===== src/rtl/f_stage_pkg.sv =====
// f_stage_pkg: shared fetch-stage constants, exception codes and F/D record type
package f_stage_pkg;
  localparam logic [31:0] PC_RESET_DEF   = 32'h0000_3000;
  localparam logic [31:0] HANDLER_PC_DEF = 32'h0000_4180;
  localparam logic [31:0] IM_LO_DEF      = 32'h0000_3000;
  localparam logic [31:0] IM_HI_DEF      = 32'h0000_6FFC;
  localparam logic [4:0]  EXC_NONE       = 5'd0;
  localparam logic [4:0]  EXC_ADEL       = 5'd4;
  localparam logic [31:0] NOP            = 32'h0000_0000;
  typedef struct packed {
    logic [31:0] pc;
    logic [31:0] instr;
    logic [4:0]  exccode;
    logic        bd;
  } fd_t;
endpackage


===== src/rtl/fd_reg.sv =====
// fd_reg: F/D pipeline register with flush > hold > squash > load priority
module fd_reg
  import f_stage_pkg::*;
#(
  parameter logic [31:0] PC_RESET   = PC_RESET_DEF,
  parameter logic [31:0] HANDLER_PC = HANDLER_PC_DEF
) (
  input  logic        clk,
  input  logic        reset,
  input  logic        req,
  input  logic        stall,
  input  logic        eret,
  input  logic [31:0] f_pc,
  input  logic [31:0] f_instr,
  input  logic [4:0]  f_exccode,
  input  logic        f_bd,
  output logic [31:0] d_pc,
  output logic [31:0] d_instr,
  output logic [4:0]  d_exccode,
  output logic        d_bd
);
  fd_t d_q, d_d;
  always_comb begin
    d_d = req   ? fd_t'{HANDLER_PC, NOP, EXC_NONE, 1'b0} :
          stall ? d_q :
          eret  ? fd_t'{f_pc, NOP, EXC_NONE, 1'b0} :
                  fd_t'{f_pc, f_instr, f_exccode, f_bd};
  end
  always_ff @(posedge clk or negedge reset) begin
    if (!reset) d_q <= fd_t'{PC_RESET, NOP, EXC_NONE, 1'b0};
    else d_q <= d_d;
  end
  assign d_pc      = d_q.pc;
  assign d_instr   = d_q.instr;
  assign d_exccode = d_q.exccode;
  assign d_bd      = d_q.bd;
endmodule


===== src/rtl/f_stage.sv =====
// f_stage: MIPS fetch stage - PC register, AdEL detection, delay-slot tagging, F/D register
module f_stage
  import f_stage_pkg::*;
#(
  parameter logic [31:0] PC_RESET   = PC_RESET_DEF,
  parameter logic [31:0] HANDLER_PC = HANDLER_PC_DEF,
  parameter logic [31:0] IM_LO      = IM_LO_DEF,
  parameter logic [31:0] IM_HI      = IM_HI_DEF
) (
  input  logic        clk,
  input  logic        reset,
  input  logic [31:0] npc,
  input  logic        stall,
  input  logic        req,
  input  logic        D_eret,
  input  logic        D_is_bj,
  input  logic [31:0] i_inst_rdata,
  output logic [31:0] F_pc,
  output logic [31:0] i_inst_addr,
  output logic [31:0] D_pc,
  output logic [31:0] D_instr,
  output logic [4:0]  D_exccode,
  output logic        D_bd
);
  logic [31:0] pc_q, pc_d, f_instr;
  logic [4:0]  f_exccode;
  logic        f_exc;
  always_comb begin
    pc_d      = req ? HANDLER_PC : stall ? pc_q : npc;
    f_exc     = (pc_q[1:0] != 2'b00) || (pc_q < IM_LO) || (pc_q > IM_HI);
    f_instr   = f_exc ? NOP : i_inst_rdata;
    f_exccode = f_exc ? EXC_ADEL : EXC_NONE;
  end
  always_ff @(posedge clk or negedge reset) begin
    if (!reset) pc_q <= PC_RESET;
    else pc_q <= pc_d;
  end
  assign F_pc        = pc_q;
  assign i_inst_addr = pc_q;
  // the instruction fetched while a branch sits in D is its delay slot
  fd_reg #(.PC_RESET(PC_RESET), .HANDLER_PC(HANDLER_PC)) u_fd_reg (
    .clk       (clk),
    .reset     (reset),
    .req       (req),
    .stall     (stall),
    .eret      (D_eret),
    .f_pc      (pc_q),
    .f_instr   (f_instr),
    .f_exccode (f_exccode),
    .f_bd      (D_is_bj),
    .d_pc      (D_pc),
    .d_instr   (D_instr),
    .d_exccode (D_exccode),
    .d_bd      (D_bd)
  );
endmodule


===== config.mk =====
export PLATFORM = sky130hd
export DESIGN_NAME = f_stage
export DESIGN_NICKNAME = d
export VERILOG_FILES = /design/src/rtl/f_stage_pkg.sv /design/src/rtl/fd_reg.sv /design/src/rtl/f_stage.sv
export SDC_FILE = /design/constraint.sdc
export NUM_CORES = 1
export LEC_CHECK = 0
export BUFFER_PORTS_ARGS = -buffer_cell sky130_fd_sc_hd__buf_2
export CORE_UTILIZATION = 40
export DETAILED_ROUTE_END_ITERATION = 16
export GPL_TIMING_DRIVEN = 0
export PLACE_DENSITY = 0.83
export SETUP_SLACK_MARGIN = 0.02
export SLEW_MARGIN = 20
export SYNTH_ARGS = -nofsm -noshare
export SYNTH_HDL_FRONTEND = slang
export SYNTH_SLANG_ARGS = --single-unit
export TNS_END_PERCENT = 50

===== constraint.sdc =====
create_clock -name clk -period 1.4 [get_ports clk]
set_input_delay 0.07 -clock clk [delete_from_list [all_inputs] [get_ports clk]]
set_output_delay 0.07 -clock clk [all_outputs]
set_load 0.05 [all_outputs]

Word level (Yosys, flattened, before mapping)
Index checks and enable logic that the tools add are counted.
Word-level totals
  register bits: 102
  input bits: 70
  output and inout bits: 134
  logic and storage cells: 18
Operators by class
  $lt $le $gt $ge: 2
  equal/unequal tests: 1
  muxes and demuxes: 7
  reductions and logical operators: 3
Operator list (count)
  2-to-1 mux 70 bit: 2
  2-to-1 mux 32 bit: 3
  2-to-1 mux 38 bit: 1
  > comparator 32 x 15 -> 1 bit, second input constant: 1
  < comparator 32 x 14 -> 1 bit, second input constant: 1
  2-to-1 mux 3 bit: 1
  logical OR 1 bit: 2
  inequality test 2 x 1 -> 1 bit, second input constant: 1
  nonzero test 2 bit: 1

Longest topological paths before layout
Gate-level depths: netlist (run 1).
  depth after elaboration: 7
  gate-level depth with buffers: 6
  mapped depth without buffers: 4

Cells and area by module
A second synthesis (run 1) with hierarchy kept.
Unflattened totals
  cell total of the unflattened synthesis: 382
  area total of the unflattened synthesis: 4890.9 um2
Modules (own cells, without submodules)
  fd_reg: instances 1, cells each 195, area each 2762.6 um2, sequential area each 1754.2 um2
  f_stage: instances 1, cells each 187, area each 2128.3 um2, sequential area each 803.3 um2

Worst setup path before layout (run 1)
OpenSTA, ideal clock, no wires.
  path type: reg2reg
  from: register pc_q[31] (netlist: F_pc[31])
  to: register u_fd_reg.d_q, in the netlist u_fd_reg.d_instr[0]
  library setup time: 67 ps
  arrival: 1731 ps
  required time: 1333 ps
  setup slack: -399 ps
  cell stages (with the launch flop): 6
  buffers on the path: 1
  period minus slack after synthesis: 1799 ps
  cell sequence: dfrtp_1 -> nor4_2 -> nand2_1 -> nor4_4 -> buf_6 -> a22o_1
On the way
  cells in the longest elaborated chain, start to end: 7
  elaborated cells between the ends (all ways): 8
  classes of those cells: order compare (2); mux (4); reduce/logical (2)
RTL lines
  start, declared: RTL line f_stage.sv:25  | logic [31:0] pc_q, pc_d, f_instr;
  start signal, assigned: RTL line f_stage.sv:36  | else pc_q <= pc_d;
  < comparator 32 x 14 -> 1 bit: RTL line f_stage.sv:30  | f_exc = (pc_q[1:0] != 2'b00) || (pc_q < IM_LO) || (pc_q > IM_HI);
  logical OR 1 bit: RTL line f_stage.sv:30
  logical OR 1 bit *: RTL line f_stage.sv:30
  2-to-1 mux 32 bit *: RTL line f_stage.sv:31  | f_instr = f_exc ? NOP : i_inst_rdata;
  2-to-1 mux 38 bit *: RTL line fd_reg.sv:26  | eret ? fd_t'{f_pc, NOP, EXC_NONE, 1'b0} :
  2-to-1 mux 70 bit *: RTL line fd_reg.sv:25  | stall ? d_q :
  2-to-1 mux 70 bit *: RTL line fd_reg.sv:24  | d_d = req ? fd_t'{HANDLER_PC, NOP, EXC_NONE, 1'b0} :
  end signal, assigned: RTL line fd_reg.sv:30  | if (!reset) d_q <= fd_t'{PC_RESET, NOP, EXC_NONE, 1'b0};
  end, declared: RTL line fd_reg.sv:22  | fd_t d_q, d_d;
Mark *: on every way between the ends. The rest lies on a longest branch, timed or not. The select of a mux whose other input is x is not followed.
A chain may end at the register's enable or synchronous reset.

Worst setup path in the final report (run 1)
  from: register pc_q[23] (netlist: F_pc[23])
  to: register u_fd_reg.d_q, in the netlist u_fd_reg.d_instr[12]
Same word-level chain as after synthesis.

==> flow_summary.toml, run 1 <==
[run_status]
outcome = "finished, violations left"
violations = "negative setup slack"

[final_layout]
drive_above_1_share_pct = 48.1
fillers = 762
multiInputGateArea_sq_mm = 0.00137
area_growth_syn_to_layout_pct = 53.8
layout_commonest_cell = "buf_2"
final-seq-area_sq_mm = 0.00248
diodes = 0
final_area_sq_mm = 0.00639
nets = 693
final_cell_mix = "201 x buf_2, 79 x dfrtp_1, 63 x dlygate4sd3_1"

[sta]
hold_viol = 0
min_period_ns = 1.67
whs_ns = 0.0251
worst_pin_slew_ns = 0.570
slew_headroom_pct = 62.0
slew_violations = 0
max_freq_ghz = 0.599
finalSetupViolCount = 33
finClkSkew_ns = 0.00657
fin_crit_sh_pct = 119
rsz0062_at_grt = "true"
setup_slack_ns = -0.271

[floorplanning]
fp.coreArea_sq_mm = 0.00991
start_util_pct = 42.0
row_count = 36
io_pins = 204
dieWidth_um = 104
die_h_um = 104
dieArea_sq_mm = 0.0108

[clock_network]
clkTransAtPathRegs_ns = 0.09
clk_path_buf_depth = 2
insertion_delay_ns = 0.36
cts.sinks = 98
cts_buffers = 9
cts-root-buf = "clkbuf_8"
cts_tree = "done"
htree_levels = 3

[power_and_ir_drop]
leakagePower_nw = 3.57
vdd_drop_max_v = 0.000519
powerDensity_mw_per_mm2 = 989

[setup_path]
end_kind = "flop"
critPathBufInv = 2
r2r_end = "u_fd_reg.d_instr[12]"
crit_arrival_ns = 1.97
slowest_stage = "dfrtp_2"
critPathMaxStageDelay_ns = 0.44
critical_path.max_fanout = 7
path_delay_family = "simple AND/OR/NAND/NOR gates"
startpoint_type = "flop"
path_class = "flop to flop"
crit_top_cell = "buf_6"
r2r_start = "F_pc[23]"
cp_cell_sequence = "nor4_2 -> o211ai_1 -> nor4_4 -> buf_6 -> buf_6 -> a22o_1"
r2r_cells = 6
required_ns = 1.70
ff2ff_setup_slack_ns = -0.27

[yosys]
synthesis.area_sq_mm = 0.00416
yosysWarningCount = 0
synth.distinct_cells = 22
ys_ff_latch = 98
synthCells = 334
yosysTopAreaCell = "dfrtp_1"
syn_area_per_cell_sq_um = 12.5
synthTopCellsByArea = "dfrtp_1 57%, mux2i_1 14%, a22o_1 6.9%, buf_4 6.5%, nor2_1 5.2%"
ys_seq_area_share_pct = 59.1
synth.top_cell.area_share_pct = 56.6

[route]
via_count = 3622
viasPerCell = 4.76
drtPass1Iterations = 4
route.detailed.drc = 0
wl_mm = 12.3
drt_iter0_markers = 149
ant_nets = 0
wire_per_inst_um = 16.2

[hold_path]
hp-class = "input pin to flop"
hold_end = "u_fd_reg.d_exccode[2]"
hold_path_depth = 4
worstHoldStart = "D_eret"

[grt]
antenna_found_initial = 0
grt_pass1_vias = 3744
gr-usage-all-layers_pct = 23.0
grt_max_degree = 52
grt_pass1_wl_mm = 19.4
gr-total-overflow = 0

[flow_run]
drv_cap = 0

[place]
hpwl_mm = 7.88
globalplace.congestion = 0.841
port_buffers = 198
placed_cell_area_sq_mm = 0.00538
## layout make-up
class / instances / share of cell area, %
clock inverter: 6 / 1.02
tap: 133 / 2.60
timing repair buffer: 275 / 28.1
buffer: 58 / 6.08
multi-input combinational: 181 / 21.5
clock buffer: 10 / 2.00
sequential: 98 / 38.7
## cells by family (layout without fill, tap and decap cells)
group,Yosys count,in the layout,synth area share [%]
AO/OA/AOI/OAI,42,42,8.75
buffers and inverters,58,349,9.27
flip-flops,98,98,59.1
AND/OR/NAND/NOR,77,77,8.84
multiplexers,58,58,14.0
other,1,4,0.0902
## sequential cells by signal (all words and copies together), names as in the netlist
register	cells
u_fd_reg.d_exccode	1
u_fd_reg.d_instr	32
u_fd_reg.d_pc	32
u_fd_reg.d_bd	1
F_pc	32
## where the power goes
| part | total (mW) | internal, mW | switching (mW) | leakage [nW] |
|---|---|---|---|---|
| registers | 3.03 | 2.93 | 0.100 | 1.28 |
| logic | 1.49 | 0.540 | 0.945 | 2.18 |
| clock network | 1.81 | 0.831 | 0.981 | 0.0966 |
## worst register-to-register path, delay by kind of cell (launching register included)
family,cells,cell delay (ns)
flip-flops,1,0.44
AO/OA/AOI/OAI,2,0.36
AND/OR/NAND/NOR,2,0.49
buffers and inverters,2,0.33
## how the worst max path moves through the flow
stage	startpoint	slack [ns]	end	cells past startpoint
2_1_floorplan	F_pc[27]	-0.29	u_fd_reg.d_instr[0]	4
3_3_place_gp	reset	-0.80	F_pc[1]	1
3_5_place_dp	F_pc[20]	-0.57	u_fd_reg.d_instr[21]	5
4_1_cts	F_pc[19]	-0.42	u_fd_reg.d_instr[23]	6
5_1_grt	F_pc[23]	-0.35	u_fd_reg.d_instr[19]	6
6_report	F_pc[23]	-0.27	u_fd_reg.d_instr[12]	6
## synthesized netlist by cell type
cell / number
buf_2: 8
nor4_4: 1
o31ai_1: 1
mux2i_1: 58
nand2_1: 3
nor3_1: 1
a21boi_0: 1
o211ai_1: 1
a22o_1: 33
nor2b_1: 7
nor4_2: 2
dfstp_2: 4
and3b_1: 1
clkbuf_1: 11
buf_6: 3
dfrtp_1: 94
buf_4: 36
nor2_1: 58
conb_1: 1
or3_4: 2
a211o_1: 6
nor4_1: 2
## layer usage
metal  wire length [um]  track usage (%)
met5                  0                0
met4                463             11.9
met3                524             3.45
met2               6390             40.0
met1               4960             27.5
## repair_timing
action	CTS	global route
endpoints found under the setup margin	35	33
hold buffers	63	0
pin swaps	3	5
cloned	3	0
hold endpoints to repair	109	0
buffers inserted	4	6
resized for setup	8	19
## metrics by stage
stage / setup slack, ns / std cells / power (mW) / util (%) / TNS, ns
after CTS: -0.417 / 755 / 6.33 / 63.3 / -12.96
after global routing: -0.345 / 761 / 6.58 / 64.5 / -10.50
final: -0.271 / 761 / 6.33 / 64.5 / -8.10
after floorplan: -0.292 / 337 / 3.96 / - / -9.15
after global placement: -0.801 / 668 / 4.32 / 53.9 / -77.07
after detailed placement: -0.573 / 669 / 4.36 / 54.3 / -17.49
Power figures use the tool's default switching activity.
==> run 2, diff against run 1 <==
==> constraint.sdc (replaced) <==
create_clock -name clk -period 1.4 [get_ports clk]
set_input_delay 0.21 -clock clk [delete_from_list [all_inputs] [get_ports clk]]
set_output_delay 0.21 -clock clk [all_outputs]
set_load 0.05 [all_outputs]
==> flow_summary.toml, run 2 (same netlist as run 1, synthesis figures left out) <==
[final_layout]
diodes = 0
drive_above_1_share_pct = 54.1
final_cells = 699
postLayoutCoreUtil_pct = 59.6
final_cell_mix = "174 x buf_2, 75 x dfrtp_1, 58 x mux2i_1, 58 x nor2_1, 57 x buf_4"
layout_commonest_cell = "buf_2"
final_area_sq_mm = 0.00591
nets = 631
area_growth_syn_to_layout_pct = 42.0

[setup_path]
required_ns = 1.70
path_class = "flop to flop"
crit_arrival_ns = 1.98
critical_path.max_fanout = 7
end_kind = "flop"
r2r_cells = 6
startpoint_type = "flop"

[floorplanning]
dieArea_sq_mm = 0.0108
dieWidth_um = 104
fp.coreArea_sq_mm = 0.00991
io_pins = 204
start_util_pct = 42.0
die_h_um = 104
row_count = 36

[clock_network]
cts_tree = "done"
cts_buffers = 9
htree_levels = 3
cts-root-buf = "clkbuf_8"
clkTransAtPathRegs_ns = 0.10
insertion_delay_ns = 0.36
cts.sinks = 98
clk_path_buf_depth = 2

[sta]
worst_pin_slew_ns = 0.573
setup_slack_ns = -0.278
min_period_ns = 1.68
hold_viol = 0
max_freq_ghz = 0.596
slew_violations = 0
finalSetupViolCount = 40
rsz0062_at_grt = "true"
slew_headroom_pct = 61.8
fin_crit_sh_pct = 120
finClkSkew_ns = 0.00856

[grt]
grt_max_degree = 52
grt_pass1_vias = 3319
grt_pass1_wl_mm = 17.4
gr-usage-all-layers_pct = 20.4
gr-total-overflow = 0
antenna_found_initial = 0

[place]
globalplace.congestion = 0.841
port_buffers = 198
placed_cell_area_sq_mm = 0.00538
hpwl_mm = 7.88
dp.cells = 669

[route]
drtPass1Iterations = 5
drt_iter0_markers = 118
via_count = 3364
wire_per_inst_um = 15.8
met2_wirelength_mm = 5.58
wl_met1_mm = 4.70
wl_mm = 11.1
viasPerCell = 4.81
ant_nets = 0
wl_met3_um = 530
top_layer_used = "met4"
route.detailed.drc = 0

[power_and_ir_drop]
finalPower_mw = 6.24
powerDensity_mw_per_mm2 = 1060
vdd_drop_max_v = 0.000514
leakagePower_nw = 3.33

[hold_path]
hp-class = "input pin to flop"
hold_path_depth = 2

[flow_run]
drv_cap = 0

[run_status]
violations = "negative setup slack"
outcome = "finished, violations left"
run 2: changes by cell type in the layout (fill, tap and decap cells not counted), sizes merged:
| cell | before | now |
|---|---|---|
| buf | 257 | 258 |
| clkbuf | 23 | 22 |
| dlygate4sd3 | 63 | 1 |
run 2: final timing paths:
check	slack, ns	end	start
worst max-delay path	-0.28	u_fd_reg.d_instr[13]	F_pc[23]
worst min-delay path	0.06	u_fd_reg.d_bd	D_is_bj
worst max register to register	-0.28	u_fd_reg.d_instr[13]	F_pc[23]
worst min register to register	0.50	u_fd_reg.d_exccode[2]	u_fd_reg.d_exccode[2]
max in group asynchronous	0.45	F_pc[28]	reset
min in group asynchronous	0.33	u_fd_reg.d_instr[24]	reset
run 2: where the power goes:
group	leakage (nW)	internal (mW)	total [mW]	switching, mW
clock	0.0966	0.831	1.82	0.988
combinational	1.95	0.473	1.39	0.916
sequential	1.28	2.93	3.03	0.101
total	3.33	4.24	6.24	2.00
run 2: area by class of cell:
| cell class | instances | area [sq um] |
|---|---|---|
| multi-input combinational | 181 | 1370 |
| clock buffer | 10 | 128 |
| timing repair buffer | 213 | 1300 |
| buffer | 58 | 393 |
| sequential | 98 | 2480 |
| tap | 133 | 166 |
| clock inverter | 6 | 65.1 |
| fill | 850 | 4000 |
run 2: worst max-delay path: stages (launching register included):
cell and delay [ns]:
dfrtp_2 0.44, nor4_2 0.30, o211ai_1 0.22, nor4_4 0.19, buf_6 0.17, buf_4 0.15, a22o_1 0.14
run 2: routing by layer:
layer  vias up  track usage (%)
li1       1566                -
met1      1649             26.2
met3        22             3.13
met5         -                0
met2       127             34.3
met4         0             8.78
run 2: through the flow:
step / TNS (ns) / hold slack [ns] / setup WS [ns]
after floorplan: -9.15 / -0.0856 / -0.292
after global placement: -94.21 / 0.429 / -0.941
after detailed placement: -22.02 / 0.174 / -0.573
after CTS: -13.11 / 0.0433 / -0.417
after global routing: -10.87 / 0.0437 / -0.356
final: -8.09 / 0.0604 / -0.278
run 2: what timing repair did:
| action | 4_1_cts | 5_1_grt |
|---|---|---|
| setup buffers | 4 | 6 |
| gates resized for setup | 30 | 44 |
| cloned | 3 | 0 |
| endpoints found under the setup margin | 46 | 60 |
| hold endpoints to repair | 43 | 0 |
| hold buffers | 1 | 0 |
| pin swaps | 3 | 3 |
==> run 3, diff against run 2 <==
--- a/config.mk
+++ b/config.mk
@@ -11,8 +11,7 @@
 export GPL_TIMING_DRIVEN = 0
 export PLACE_DENSITY = 0.83
 export SETUP_SLACK_MARGIN = 0.02
-export SLEW_MARGIN = 20
 export SYNTH_ARGS = -nofsm -noshare
 export SYNTH_HDL_FRONTEND = slang
 export SYNTH_SLANG_ARGS = --single-unit
-export TNS_END_PERCENT = 50
+export TNS_END_PERCENT = 10
==> flow_summary.toml, run 3 (same netlist as run 1, synthesis figures left out) <==
[power_and_ir_drop]
powerDensity_mw_per_mm2 = 1050
vdd_drop_max_v = 0.000509
leakagePower_nw = 3.30

[sta]
slew_headroom_pct = 56.3
slew_violations = 0
finalSetupViolCount = 37
rsz0062_at_grt = "true"
hold_viol = 0
setup_slack_ns = -0.282
fin_crit_sh_pct = 120
max_freq_ghz = 0.594
finClkSkew_ns = 0.0139
min_period_ns = 1.68
worst_pin_slew_ns = 0.655

[route]
viasPerCell = 4.81
drtPass1Iterations = 4
wire_per_inst_um = 16.0
ant_nets = 0
route.detailed.drc = 0
wl_mm = 11.1
via_count = 3351
drt_iter0_markers = 172

[clock_network]
cts_tree = "done"
cts_buffers = 9
insertion_delay_ns = 0.36
cts.sinks = 98
clk_path_buf_depth = 2
htree_levels = 3
cts-root-buf = "clkbuf_8"
clkTransAtPathRegs_ns = 0.10

[floorplanning]
die_h_um = 104
row_count = 36
start_util_pct = 42.0
dieArea_sq_mm = 0.0108
dieWidth_um = 104
fp.coreArea_sq_mm = 0.00991
io_pins = 204

[setup_path]
path_class = "flop to flop"
critical_path.max_fanout = 10
r2r_end = "u_fd_reg.d_instr[29]"
startpoint_type = "flop"
crit_arrival_ns = 1.98
r2r_start = "F_pc[27]"
end_kind = "flop"
cp-startpoint = "F_pc[27]"
ff2ff_setup_slack_ns = -0.28
r2r_cells = 5
required_ns = 1.69

[place]
placed_cell_area_sq_mm = 0.00537
hpwl_mm = 8.09
port_buffers = 198
place_ws_ns = -0.532
globalplace.congestion = 0.797

[final_layout]
final_area_sq_mm = 0.00587
diodes = 0
layout_commonest_cell = "buf_2"
fillers = 843
area_growth_syn_to_layout_pct = 41.2
nets = 628
drive_above_1_share_pct = 54.2
final_cell_mix = "174 x buf_2, 74 x dfrtp_1, 59 x buf_4"

[hold_path]
hp-class = "input pin to flop"
hold_end = "u_fd_reg.d_instr[24]"
worstHoldStart = "i_inst_rdata[24]"
hold_path_depth = 2

[grt]
gr-total-overflow = 0
busiest_layer = "met2"
grt_pass1_wl_mm = 17.6
antenna_found_initial = 0
grt_util_met2_pct = 35.3
met3_usage_pct = 4.14
grt_pass1_vias = 3326
gr-usage-all-layers_pct = 20.7
grt_max_degree = 51
grtUsageMet1_pct = 26.3

[run_status]
violations = "negative setup slack"
outcome = "finished, violations left"

[flow_run]
drv_cap = 0
[run 3: cell count changes in the layout (fill, tap and decap cells not counted), sizes merged]
cell	previous run	this run
clkinv	3	2
bufinv	1	0
clkbuf	22	21
clkinvlp	1	2
buf	258	256
inv	1	2
[run 3: worst max path at each step]
stage	to	slack (ns)	cells after the start
5_1_grt	u_fd_reg.d_instr[21]	-0.38	6
3_5_place_dp	u_fd_reg.d_instr[6]	-0.53	5
2_1_floorplan	u_fd_reg.d_instr[0]	-0.29	4
6_report	u_fd_reg.d_instr[29]	-0.28	5
3_3_place_gp	F_pc[1]	-0.94	1
4_1_cts	u_fd_reg.d_instr[21]	-0.42	6
[run 3: through the flow]
stage / utilization (%) / power (mW) / hold slack, ns / std cells / setup TNS, ns
after detailed placement: 54.2 / 4.36 / 0.275 / 669 / -20.61
after global routing: 59.3 / 6.40 / 0.0386 / 696 / -11.83
final: 59.3 / 6.15 / 0.0547 / 696 / -8.45
after CTS: 57.6 / 6.14 / 0.0346 / 691 / -12.75
after global placement: 53.9 / 4.32 / 0.428 / 668 / -93.48
after floorplan: - / 3.96 / -0.0856 / 337 / -9.15
[run 3: layout make-up]
| type | count | area [sq um] | share of cell area, % |
|---|---|---|---|
| timing repair buffer | 210 | 1260 | 21.5 |
| sequential | 98 | 2480 | 42.3 |
| buffer | 58 | 393 | 6.69 |
| clock buffer | 10 | 138 | 2.34 |
| tap | 133 | 166 | 2.83 |
| multi-input combinational | 181 | 1380 | 23.5 |
| clock inverter | 6 | 50.0 | 0.852 |
[run 3: critical path: stages, from the launching register on]
cell and delay [ns]:
dfrtp_2 0.45, or3_4 0.44, nor4_4 0.29, buf_6 0.17, buf_6 0.14, a22o_1 0.13
[run 3: power by group]
group | switching (mW) | internal, mW
Combinational | 0.922 | 0.469
Clock | 1.02 | 0.714
Sequential | 0.101 | 2.93
[run 3: timing repair]
| action | CTS | global route |
|---|---|---|
| cloned | 1 | 0 |
| hold endpoints to repair | 45 | 0 |
| pin swaps | 8 | 5 |
| hold buffers | 1 | 0 |
| endpoints found under the setup margin | 46 | 62 |
| setup buffers | 4 | 5 |
| gates resized for setup | 31 | 40 |
[run 3: layer usage]
metal / part of all wire (%) / vias up
met3: 4.5 / 10
met5: 0 / -
met4: 1.1 / 0
li1: - / 1564
met1: 43 / 1671
met2: 51 / 106
